--- config.mk ---
export PLATFORM = sky130hd
export DESIGN_NAME = vscale_md_arbiter
export DESIGN_NICKNAME = d
export VERILOG_FILES = /design/src/rtl/vscale_md_arbiter.sv
export SDC_FILE = /design/constraint.sdc
export NUM_CORES = 1
export LEC_CHECK = 0
export BUFFER_PORTS_ARGS = -buffer_cell sky130_fd_sc_hd__buf_2
export CORE_AREA = 4 4 123 125
export DETAILED_ROUTE_END_ITERATION = 8
export DIE_AREA = 0 0 127 129
export PLACE_DENSITY = 0.75
export SLEW_MARGIN = 10
export SYNTH_ARGS = -nofsm -noshare
export SYNTH_HDL_FRONTEND = slang
export SYNTH_SLANG_ARGS = --single-unit
--- constraint.sdc ---
create_clock -name clk -period 2.89 [get_ports clk]
set_clock_uncertainty 0.1 [all_clocks]
set_input_delay 0.7225 -clock clk [delete_from_list [all_inputs] [get_ports clk]]
set_output_delay 0.7225 -clock clk [all_outputs]
set_load 0.03 [all_outputs]
--- src/rtl/vscale_md_arbiter.sv ---
// vscale_md_arbiter
//   Round-robin front end for the shared iterative mul/div unit. Two
//   requesters compete for the unit. The winner's operands are captured and
//   issued, and the single-cycle result is buffered until the owner takes it.
//   Only one operation is in flight at a time.
//
// Ports
//   clk, reset_n                  clock, async active-low reset
//   reqN_valid/ready              request handshake (N = 0 pipeline, 1 secondary)
//   reqN_in_*_signed, op, out_sel,
//   reqN_in_1/2                   request fields
//   respN_valid/ready/result      response handshake and held result
//   md_req_*                      captured request driven into the unit
//   md_resp_valid/result          one-cycle result pulse from the unit
module vscale_md_arbiter #(
  parameter int XPR_LEN          = 32,
  parameter int MD_OP_WIDTH      = 2,
  parameter int MD_OUT_SEL_WIDTH = 2
) (
  input  logic                        clk,
  input  logic                        reset_n,
  input  logic                        req0_valid,
  output logic                        req0_ready,
  input  logic                        req0_in_1_signed,
  input  logic                        req0_in_2_signed,
  input  logic [MD_OP_WIDTH-1:0]      req0_op,
  input  logic [MD_OUT_SEL_WIDTH-1:0] req0_out_sel,
  input  logic [XPR_LEN-1:0]          req0_in_1,
  input  logic [XPR_LEN-1:0]          req0_in_2,
  output logic                        resp0_valid,
  input  logic                        resp0_ready,
  output logic [XPR_LEN-1:0]          resp0_result,
  input  logic                        req1_valid,
  output logic                        req1_ready,
  input  logic                        req1_in_1_signed,
  input  logic                        req1_in_2_signed,
  input  logic [MD_OP_WIDTH-1:0]      req1_op,
  input  logic [MD_OUT_SEL_WIDTH-1:0] req1_out_sel,
  input  logic [XPR_LEN-1:0]          req1_in_1,
  input  logic [XPR_LEN-1:0]          req1_in_2,
  output logic                        resp1_valid,
  input  logic                        resp1_ready,
  output logic [XPR_LEN-1:0]          resp1_result,
  output logic                        md_req_valid,
  input  logic                        md_req_ready,
  output logic                        md_req_in_1_signed,
  output logic                        md_req_in_2_signed,
  output logic [MD_OP_WIDTH-1:0]      md_req_op,
  output logic [MD_OUT_SEL_WIDTH-1:0] md_req_out_sel,
  output logic [XPR_LEN-1:0]          md_req_in_1,
  output logic [XPR_LEN-1:0]          md_req_in_2,
  input  logic                        md_resp_valid,
  input  logic [XPR_LEN-1:0]          md_resp_result
);

  typedef enum logic [1:0] {S_IDLE, S_ISSUE, S_WAIT, S_RESP} state_t;

  typedef struct packed {
    logic                        in_1_signed;
    logic                        in_2_signed;
    logic [MD_OP_WIDTH-1:0]      op;
    logic [MD_OUT_SEL_WIDTH-1:0] out_sel;
    logic [XPR_LEN-1:0]          in_1;
    logic [XPR_LEN-1:0]          in_2;
  } md_req_t;

  state_t               state, state_nxt;
  logic                 last_grant, owner;
  md_req_t              cap, req0_f, req1_f;
  logic [XPR_LEN-1:0]   res_buf;
  logic                 grant0, grant1, resp_take;

  assign req0_f = {req0_in_1_signed, req0_in_2_signed, req0_op, req0_out_sel, req0_in_1, req0_in_2};
  assign req1_f = {req1_in_1_signed, req1_in_2_signed, req1_op, req1_out_sel, req1_in_1, req1_in_2};

  always_comb begin
    state_nxt = state;
    grant0    = 1'b0;
    grant1    = 1'b0;
    resp_take = owner ? resp1_ready : resp0_ready;
    case (state)
      S_IDLE: begin
        // reset_n gates the combinational readies so every output is quiet
        // while reset is held, even though state already reads S_IDLE.
        grant0 = reset_n && req0_valid && (!req1_valid || last_grant);
        grant1 = reset_n && req1_valid && !grant0;
        if (grant0 || grant1) state_nxt = S_ISSUE;
      end
      S_ISSUE: if (md_req_ready)  state_nxt = S_WAIT;
      S_WAIT:  if (md_resp_valid) state_nxt = S_RESP;
      S_RESP:  if (resp_take)     state_nxt = S_IDLE;
      default: state_nxt = S_IDLE;
    endcase
  end

  always_ff @(posedge clk or negedge reset_n) begin
    if (!reset_n) begin
      state      <= S_IDLE;
      last_grant <= 1'b1;
      owner      <= 1'b0;
      cap        <= '0;
      res_buf    <= '0;
    end else begin
      state <= state_nxt;
      if (grant0 || grant1) begin
        owner <= grant1;
        cap   <= grant1 ? req1_f : req0_f;
      end
      if (state == S_WAIT && md_resp_valid) res_buf <= md_resp_result;
      if (state == S_RESP && resp_take)     last_grant <= owner;
    end
  end

  assign req0_ready         = grant0;
  assign req1_ready         = grant1;
  assign md_req_valid       = (state == S_ISSUE);
  assign md_req_in_1_signed = cap.in_1_signed;
  assign md_req_in_2_signed = cap.in_2_signed;
  assign md_req_op          = cap.op;
  assign md_req_out_sel     = cap.out_sel;
  assign md_req_in_1        = cap.in_1;
  assign md_req_in_2        = cap.in_2;
  assign resp0_valid        = (state == S_RESP) && !owner;
  assign resp1_valid        = (state == S_RESP) &&  owner;
  assign resp0_result       = resp0_valid ? res_buf : '0;
  assign resp1_result       = resp1_valid ? res_buf : '0;

endmodule
==> flow_summary.json, run 1 <==
{
  "num_rows": 43,
  "final_hold_viol_count": 0,
  "clk_pin_slew_worst_paths_ps": 60,
  "antenna_found_initial": 0,
  "drv_cap": 0,
  "die_w_um": 127,
  "stdcell_count": 966,
  "yosysUniqueCellTypes": 25,
  "ant_nets": 0,
  "synth_nets": 665,
  "placed_area_um2": 6867,
  "drv_slew": 0,
  "yosysTopAreaCell": "dfrtp_1",
  "syn2layout_area_growth_pct": 38.73,
  "n_antenna_cell": 0,
  "io_pins": 319,
  "clk_latency_ps": 340,
  "dp_hpwl_um": 11030,
  "cp_top_family": "buffers and inverters",
  "cellPowerDensity_nw_per_um2": 1051,
  "fin_setup_tns_ps": 0,
  "p_leak_nw": 4.397,
  "min_period_ps": 2598,
  "syn_inst": 480,
  "ctsResizeCount": 0,
  "synth_area_leaders": "dfrtp_1 (51%), mux2i_1 (14%), mux2_2 (7.0%), o21ai_0 (6.9%), nand2_1 (5.2%)",
  "fin_util": 0.5150,
  "routed-via-count": 4423,
  "grt-ovfl-total": 0,
  "cp_slowest_stage_delay_ps": 400,
  "critPathCaptureType": "output pin",
  "syn_area_um2": 5152,
  "crit_fanout": 33,
  "drt_iter0_drc": 159,
  "drive_gt1_frac": 0.4796,
  "clk_path_buf_depth": 2,
  "ys_seq_area_frac": 0.5151,
  "ctsHoldBuffers": 0,
  "initial_core_util": 0.3712,
  "place.gp.congestion": 0.8128,
  "synthDominantCellAreaShare": 0.5100,
  "placed_cells": 950,
  "met3_usage": 0.04525,
  "rsz0062_at_grt": "false",
  "path_cells": "ha_1 > nor2b_1 > buf_4 > and2_1 > buf_2",
  "relSlewSlack": 0.5334,
  "layout_commonest_cell": "buf_2",
  "syn_avg_cell_area_um2": 10.73,
  "crit_arrival_ps": 1780,
  "worst-path-buf-inv": 2,
  "vias_per_cell": 4.579,
  "groute.usage.overall": 0.1653,
  "wl_per_cell_um": 14.55,
  "startpoint": "state[1]",
  "use_met2": 0.2998,
  "hp-class": "input pin to asynchronous set/reset pin",
  "outcome": "complete, no violations",
  "grt_pass1_vias": 4341,
  "drt-total-wl_um": 14050,
  "criticalPathCategory": "flop to output pin",
  "fp.coreArea_um2": 13880,
  "cts_tree": "yes",
  "drcViolationCount": 0,
  "numCtsBuffers": 9,
  "worstMarginPinSlew_ps": 699.9,
  "die_y_um": 129,
  "layout.nets": 966,
  "startpoint_type": "flop",
  "portBuffers": 318,
  "firstDrtPassIters": 4,
  "max_freq_ghz": 0.3849,
  "layout_common_cells": "buf_2 (317), dfrtp_1 (105), mux2i_1 (72), nand2_1 (72), o21ai_0 (71)",
  "crit_path_top_delay_cell": "dfrtp_1",
  "setup_violations": 0,
  "crit_required_ps": 2070,
  "reg2reg_from": "state[1]",
  "fp.dieArea_um2": 16380,
  "cts-htree-levels": 3,
  "cts.sinks": 106,
  "grt_max_degree": 141,
  "ir_drop_v": 0.0004358,
  "postCtsSetupBuffers": 0,
  "cts_root_buffer": "clkbuf_16",
  "yosys_register_bits": 106,
  "grt_pass1_wl_um": 21570,
  "busiest_layer": "met2",
  "holdWs_ps": 87.33,
  "ys_warn_count": 0,
  "final_area_um2": 7148,
  "grt_use_met1": 0.1866,
  "fin_crit_sh": 0.8990
}
[final timing paths]
| check | to | slack, ps | cells after the start |
|---|---|---|---|
| max | resp0_result[29] | 290 | 5 |
| min | state[1] | 90 | 1 |
| max reg2reg | md_req_in_1[19] | 880 | 7 |
| min reg2reg | md_req_in_2[18] | 370 | 2 |
| max in group asynchronous | md_req_in_1_signed | 1120 | 3 |
| min in group clk | md_req_in_2[18] | 370 | 2 |
[report_power, final]
| group | leakage [nW] | internal [mW] | switching [mW] | total, mW |
|---|---|---|---|---|
| combinational | 2.96 | 1.27 | 2.50 | 3.77 |
| clock | 0.136 | 0.613 | 0.536 | 1.15 |
| sequential | 1.30 | 2.19 | 0.404 | 2.60 |
[stage by stage]
step                      setup slack [ps]  total power, mW
after floorplan                      353.5            5.213
after global placement               589.2            6.358
after detailed placement             572.5            6.439
after CTS                            256.6            7.625
after global routing                 99.98            8.028
final                                291.9            7.511
[cell usage after synthesis]
cell	instances
o2111a_1	1
mux2_4	1
nor2b_1	1
nand2_1	72
dfrtp_1	105
and2_1	33
clkbuf_2	2
a21oi_1	3
nand3_1	1
and3_1	32
o211ai_1	1
o21ai_0	71
mux2_2	32
a21o_1	1
a221o_1	1
nor2_1	2
ha_1	5
inv_1	7
buf_4	5
o22ai_1	1
dfstp_2	1
buf_2	12
buf_6	4
mux2i_1	72
clkbuf_1	14
[layer usage]
layer / share of wire / up-vias
met5: 0 / -
met4: 0.019 / 0
met3: 0.089 / 18
met2: 0.51 / 208
met1: 0.38 / 1956
li1: - / 2241
[cell families (layout without fill, tap and decap cells)]
| kind of cell | after synthesis | after routing | synth area share |
|---|---|---|---|
| AND/OR/NAND/NOR | 141 | 141 | 0.1350 |
| flip-flops | 106 | 106 | 0.5151 |
| AO/OA/AOI/OAI | 79 | 79 | 0.08014 |
| buffers and inverters | 44 | 350 | 0.04493 |
| adder cells (fa/ha/maj) | 5 | 5 | 0.01214 |
| multiplexers | 105 | 105 | 0.2127 |
[registers in the layout, indices dropped and copies added, names as in the netlist]
name                flops
res_buf                32
last_grant              1
md_req_op               2
md_req_in_1            32
md_req_in_2            32
state                   2
md_req_out_sel          2
md_req_in_2_signed      1
md_req_in_1_signed      1
owner                   1
[final cells by class]
cell class | instances | area, µm²
Sequential cell | 106 | 2654
Multi-Input combinational cell | 330 | 2275
Clock buffer | 11 | 242.7
Timing Repair Buffer | 327 | 1687
Fill cell | 1280 | 6733
Tap cell | 180 | 225.2
Clock inverter | 5 | 38.79
Inverter | 7 | 26.28
Note: power is estimated with default switching activity, not from simulation.
==> run 2, diff against run 1 <==
- clock period: 2.89 -> 3.1 ns (I/O delays scaled with it)
==> flow_summary.json, run 2 (same netlist as run 1, synthesis figures left out) <==
{
  "drive_gt1_frac": 0.4789,
  "ctsHoldBuffers": 0,
  "wl_per_cell_um": 14.44,
  "final_hold_viol_count": 0,
  "initial_core_util": 0.3712,
  "ctsResizeCount": 0,
  "criticalPathCategory": "flop to output pin",
  "layout.nets": 965,
  "hp-class": "input pin to asynchronous set/reset pin",
  "p_leak_nw": 4.406,
  "clk_path_buf_depth": 2,
  "holdWs_ps": 141.5,
  "drcViolationCount": 0,
  "p_total_mw": 7.122,
  "stdcell_count": 963,
  "drt_iter0_drc": 114,
  "routed-via-count": 4472,
  "fin_setup_tns_ps": 0,
  "crit_path_top_delay_cell": "dfrtp_1",
  "crit_required_ps": 2220,
  "postCtsSetupBuffers": 0,
  "fin_crit_sh": 0.8354,
  "fillers": 1311,
  "die_w_um": 127,
  "crit_arrival_ps": 1710,
  "outcome": "complete, no violations",
  "firstDrtPassIters": 6,
  "layout_commonest_cell": "buf_2",
  "drt-total-wl_um": 13900,
  "cts.sinks": 106,
  "layout_common_cells": "buf_2 (317), dfrtp_1 (105), mux2i_1 (72), nand2_1 (72), o21ai_0 (71)",
  "fp.coreArea_um2": 13880,
  "drv_cap": 0,
  "critPathCaptureType": "output pin",
  "worst-path-buf-inv": 3,
  "path_cells": "inv_1 > ha_1 > nand3_1 > a21o_4 > inv_1 > buf_2",
  "ir_drop_v": 0.0004107,
  "setup_violations": 0,
  "min_period_ps": 2590,
  "grt-ovfl-total": 0,
  "antenna_found_initial": 0,
  "die_y_um": 129,
  "cts-htree-levels": 3,
  "grt_pass1_vias": 4444,
  "ant_nets": 0,
  "portBuffers": 318,
  "cts_tree": "yes",
  "clk_pin_slew_worst_paths_ps": 60,
  "rsz0062_at_grt": "false",
  "grt_max_degree": 141,
  "cp_slowest_stage_delay_ps": 410,
  "fp.dieArea_um2": 16380,
  "max_freq_ghz": 0.3861,
  "cp_common_cell": "inv_1",
  "cts_root_buffer": "clkbuf_16",
  "place.gp.congestion": 0.7910,
  "crit_fanout": 4,
  "startpoint_type": "flop",
  "cellPowerDensity_nw_per_um2": 992.8,
  "relSlewSlack": 0.5384,
  "drv_slew": 0,
  "vias_per_cell": 4.644,
  "n_antenna_cell": 0,
  "grt_pass1_wl_um": 22000,
  "dp_hpwl_um": 10940,
  "worstMarginPinSlew_ps": 692.4,
  "io_pins": 319,
  "clk_latency_ps": 330,
  "num_rows": 43,
  "placed_cells": 949,
  "numCtsBuffers": 9,
  "groute.usage.overall": 0.1677,
  "syn2layout_area_growth_pct": 39.24,
  "cp_top_family": "flip-flops"
}
-- run 2: cell types whose count changed in the layout (fill, tap and decap cells not counted) --
cell       previous run  this run
bufinv_16             0         2
clkbuf_1              1         0
buf_4                 8         7
clkinv_4              2         0
clkinv_2              1         0
-- run 2: routing by layer --
metal | vias to the layer above | track usage | part of all wire
li1 | 2244 | - | -
met5 | - | 0 | 0
met4 | 0 | 0.07003 | 0.024
met1 | 1994 | 0.1938 | 0.38
met2 | 211 | 0.2920 | 0.50
met3 | 23 | 0.04898 | 0.093
-- run 2: metrics by stage --
step | util | setup WS [ps] | instance area [µm²]
6_report | 0.5169 | 510.2 | 7174
2_1_floorplan | - | 511.1 | 5152
4_1_cts | 0.5169 | 486.0 | 7174
5_1_grt | 0.5169 | 364.3 | 7174
3_5_place_dp | 0.4941 | 716.4 | 6859
3_3_place_gp | 0.4941 | 725.7 | 6859
-- run 2: power breakdown --
part	leakage, nW	total (mW)	switching [mW]	internal, mW
Combinational	2.95	3.49	2.32	1.17
Clock	0.151	1.22	0.491	0.724
Sequential	1.30	2.42	0.375	2.04
Total	4.41	7.12	3.18	3.94
-- run 2: final timing paths --
path,start,endpoint,slack [ps],cells past startpoint
max in group asynchronous,reset_n,md_req_in_1_signed,1260,3
min reg2reg,md_req_in_1[24],md_req_in_1[24],370,2
min in group clk,md_req_in_1[24],md_req_in_1[24],370,2
max reg2reg,state[0],md_req_in_1[15],1050,7
min,reset_n,state[0],140,1
max,state[0],req1_ready,510,6
-- run 2: final cells by class --
type	instances	area, µm²	area share
clock inverter	4	76.32	0.01064
timing repair buffer	326	1679	0.2340
inverter	7	26.28	0.003662
tap	180	225.2	0.03139
clock buffer	10	239.0	0.03331
sequential	106	2654	0.3699
multi-input combinational	330	2275	0.3171
==> run 3, diff against run 2 <==
- CORE_AREA: 4 4 123 125 -> 4 4 122 124
- DIE_AREA: 0 0 127 129 -> 0 0 126 128
- PLACE_DENSITY: 0.75 -> 0.76
- clock period: 3.1 -> 2.5 ns (I/O delays scaled with it)
==> flow_summary.json, run 3 (same netlist as run 1, synthesis figures left out) <==
{
  "fin_crit_sh": 0.9513,
  "layout_commonest_cell": "buf_2",
  "cellPowerDensity_nw_per_um2": 1223,
  "cts_root_buffer": "clkbuf_16",
  "criticalPathCategory": "flop to output pin",
  "routed-via-count": 4447,
  "cp_slowest_stage_delay_ps": 410,
  "r2r_slack_ps": 640,
  "firstDrtPassIters": 4,
  "startpoint_type": "flop",
  "initial_core_util": 0.3741,
  "die_y_um": 128,
  "clk_pin_slew_worst_paths_ps": 60,
  "max_freq_ghz": 0.4205,
  "drt-total-wl_um": 13660,
  "ir_drop_v": 0.0006462,
  "critPathCaptureType": "output pin",
  "die_w_um": 126,
  "place.gp.congestion": 0.8298,
  "drt_iter0_drc": 117,
  "dp_hpwl_um": 10650,
  "outcome": "complete, no violations",
  "p_total_mw": 8.818,
  "groute.usage.overall": 0.1657,
  "worstMarginPinSlew_ps": 517.8,
  "layout_common_cells": "buf_2 (316), dfrtp_1 (105), mux2i_1 (72), nand2_1 (72), o21ai_0 (71)",
  "cp.depth": 6,
  "ant_nets": 0,
  "startpoint": "state[1]",
  "cp-endpoint": "req1_ready",
  "drv_slew": 0,
  "min_period_ps": 2378,
  "cp_top_family": "flip-flops",
  "fp.dieArea_um2": 16130,
  "grt_pass1_vias": 4286,
  "cp_common_cell": "inv_1",
  "antenna_found_initial": 0,
  "n_antenna_cell": 0,
  "grt_max_degree": 141,
  "layout.nets": 966,
  "drv_cap": 0,
  "io_pins": 319,
  "rr_worst_depth": 7,
  "fin_util": 0.5236,
  "relSlewSlack": 0.6548,
  "grt-ovfl-total": 0,
  "crit_fanout": 4,
  "reg2reg_from": "state[1]",
  "cts-htree-levels": 3,
  "p_leak_nw": 4.415,
  "vias_per_cell": 4.604,
  "drive_gt1_frac": 0.4822,
  "r2r-end": "md_req_in_1[18]",
  "worst-path-buf-inv": 3,
  "fp.coreArea_um2": 13770,
  "crit_path_top_delay_cell": "dfrtp_1",
  "path_cells": "inv_1 > ha_2 > nand3_1 > a21o_4 > inv_1 > buf_2",
  "portBuffers": 318,
  "crit_required_ps": 1770,
  "setup_violations": 0,
  "grt_pass1_wl_um": 21540,
  "final_hold_viol_count": 0,
  "cts_tree": "yes",
  "hp-class": "input pin to asynchronous set/reset pin",
  "crit_arrival_ps": 1650,
  "clk_latency_ps": 340,
  "wl_per_cell_um": 14.14,
  "clk_path_buf_depth": 2,
  "numCtsBuffers": 9,
  "cts.sinks": 106,
  "num_rows": 43,
  "syn2layout_area_growth_pct": 39.97,
  "drcViolationCount": 0
}
==> run 3: stage by stage <==
step	setup slack, ps	cell area (µm²)	instances	TNS [ps]	hold WS (ps)
floorplan	61.05	5152	480	0	229.4
global placement	379.5	6872	949	0	350.6
detailed placement	388.1	6872	949	0	350.5
CTS	53.88	7201	966	0	142.0
global route	-8.041	7212	966	-28.76	147.7
finish	121.8	7212	966	0	164.7
==> run 3: worst min path at each step <==
stage	startpoint	slack, ps	cells past startpoint	endpoint
after detailed placement	reset_n	350	1	owner
final	reset_n	160	1	last_grant
after CTS	reset_n	140	1	last_grant
after floorplan	reset_n	230	0	md_req_in_1[0]
after global placement	reset_n	350	1	owner
after global routing	reset_n	150	1	last_grant
==> run 3: final cells by class <==
cell class	count	area, µm²
sequential	106	2654
tap	180	225.2
inverter	7	26.28
clock buffer	10	229.0
multi-input combinational	330	2280
clock inverter	6	90.09
timing repair buffer	327	1708
fill	1273	6561
==> run 3: repair_timing <==
action | in CTS | in global routing
setup buffers | 0 | 0
endpoints found under the setup margin | 0 | 33
hold buffers | 1 | 0
endpoints found under the hold margin | 3 | 0
gates resized for setup | 0 | 5
==> run 3: power by group <==
part / leakage, nW / total (mW) / internal [mW] / switching, mW
logic: 2.96 / 4.33 / 1.47 / 2.86
clock network: 0.153 / 1.49 / 0.881 / 0.610
registers: 1.30 / 3.00 / 2.53 / 0.465
total: 4.41 / 8.82 / 4.88 / 3.94
==> run 3: routing by layer <==
metal / wire length (µm) / part of all wire / global-route usage
met3: 1099 / 0.080 / 0.03583
met2: 6905 / 0.51 / 0.2854
met1: 5375 / 0.39 / 0.2024
met5: 0 / 0 / 0
met4: 280 / 0.020 / 0.06814
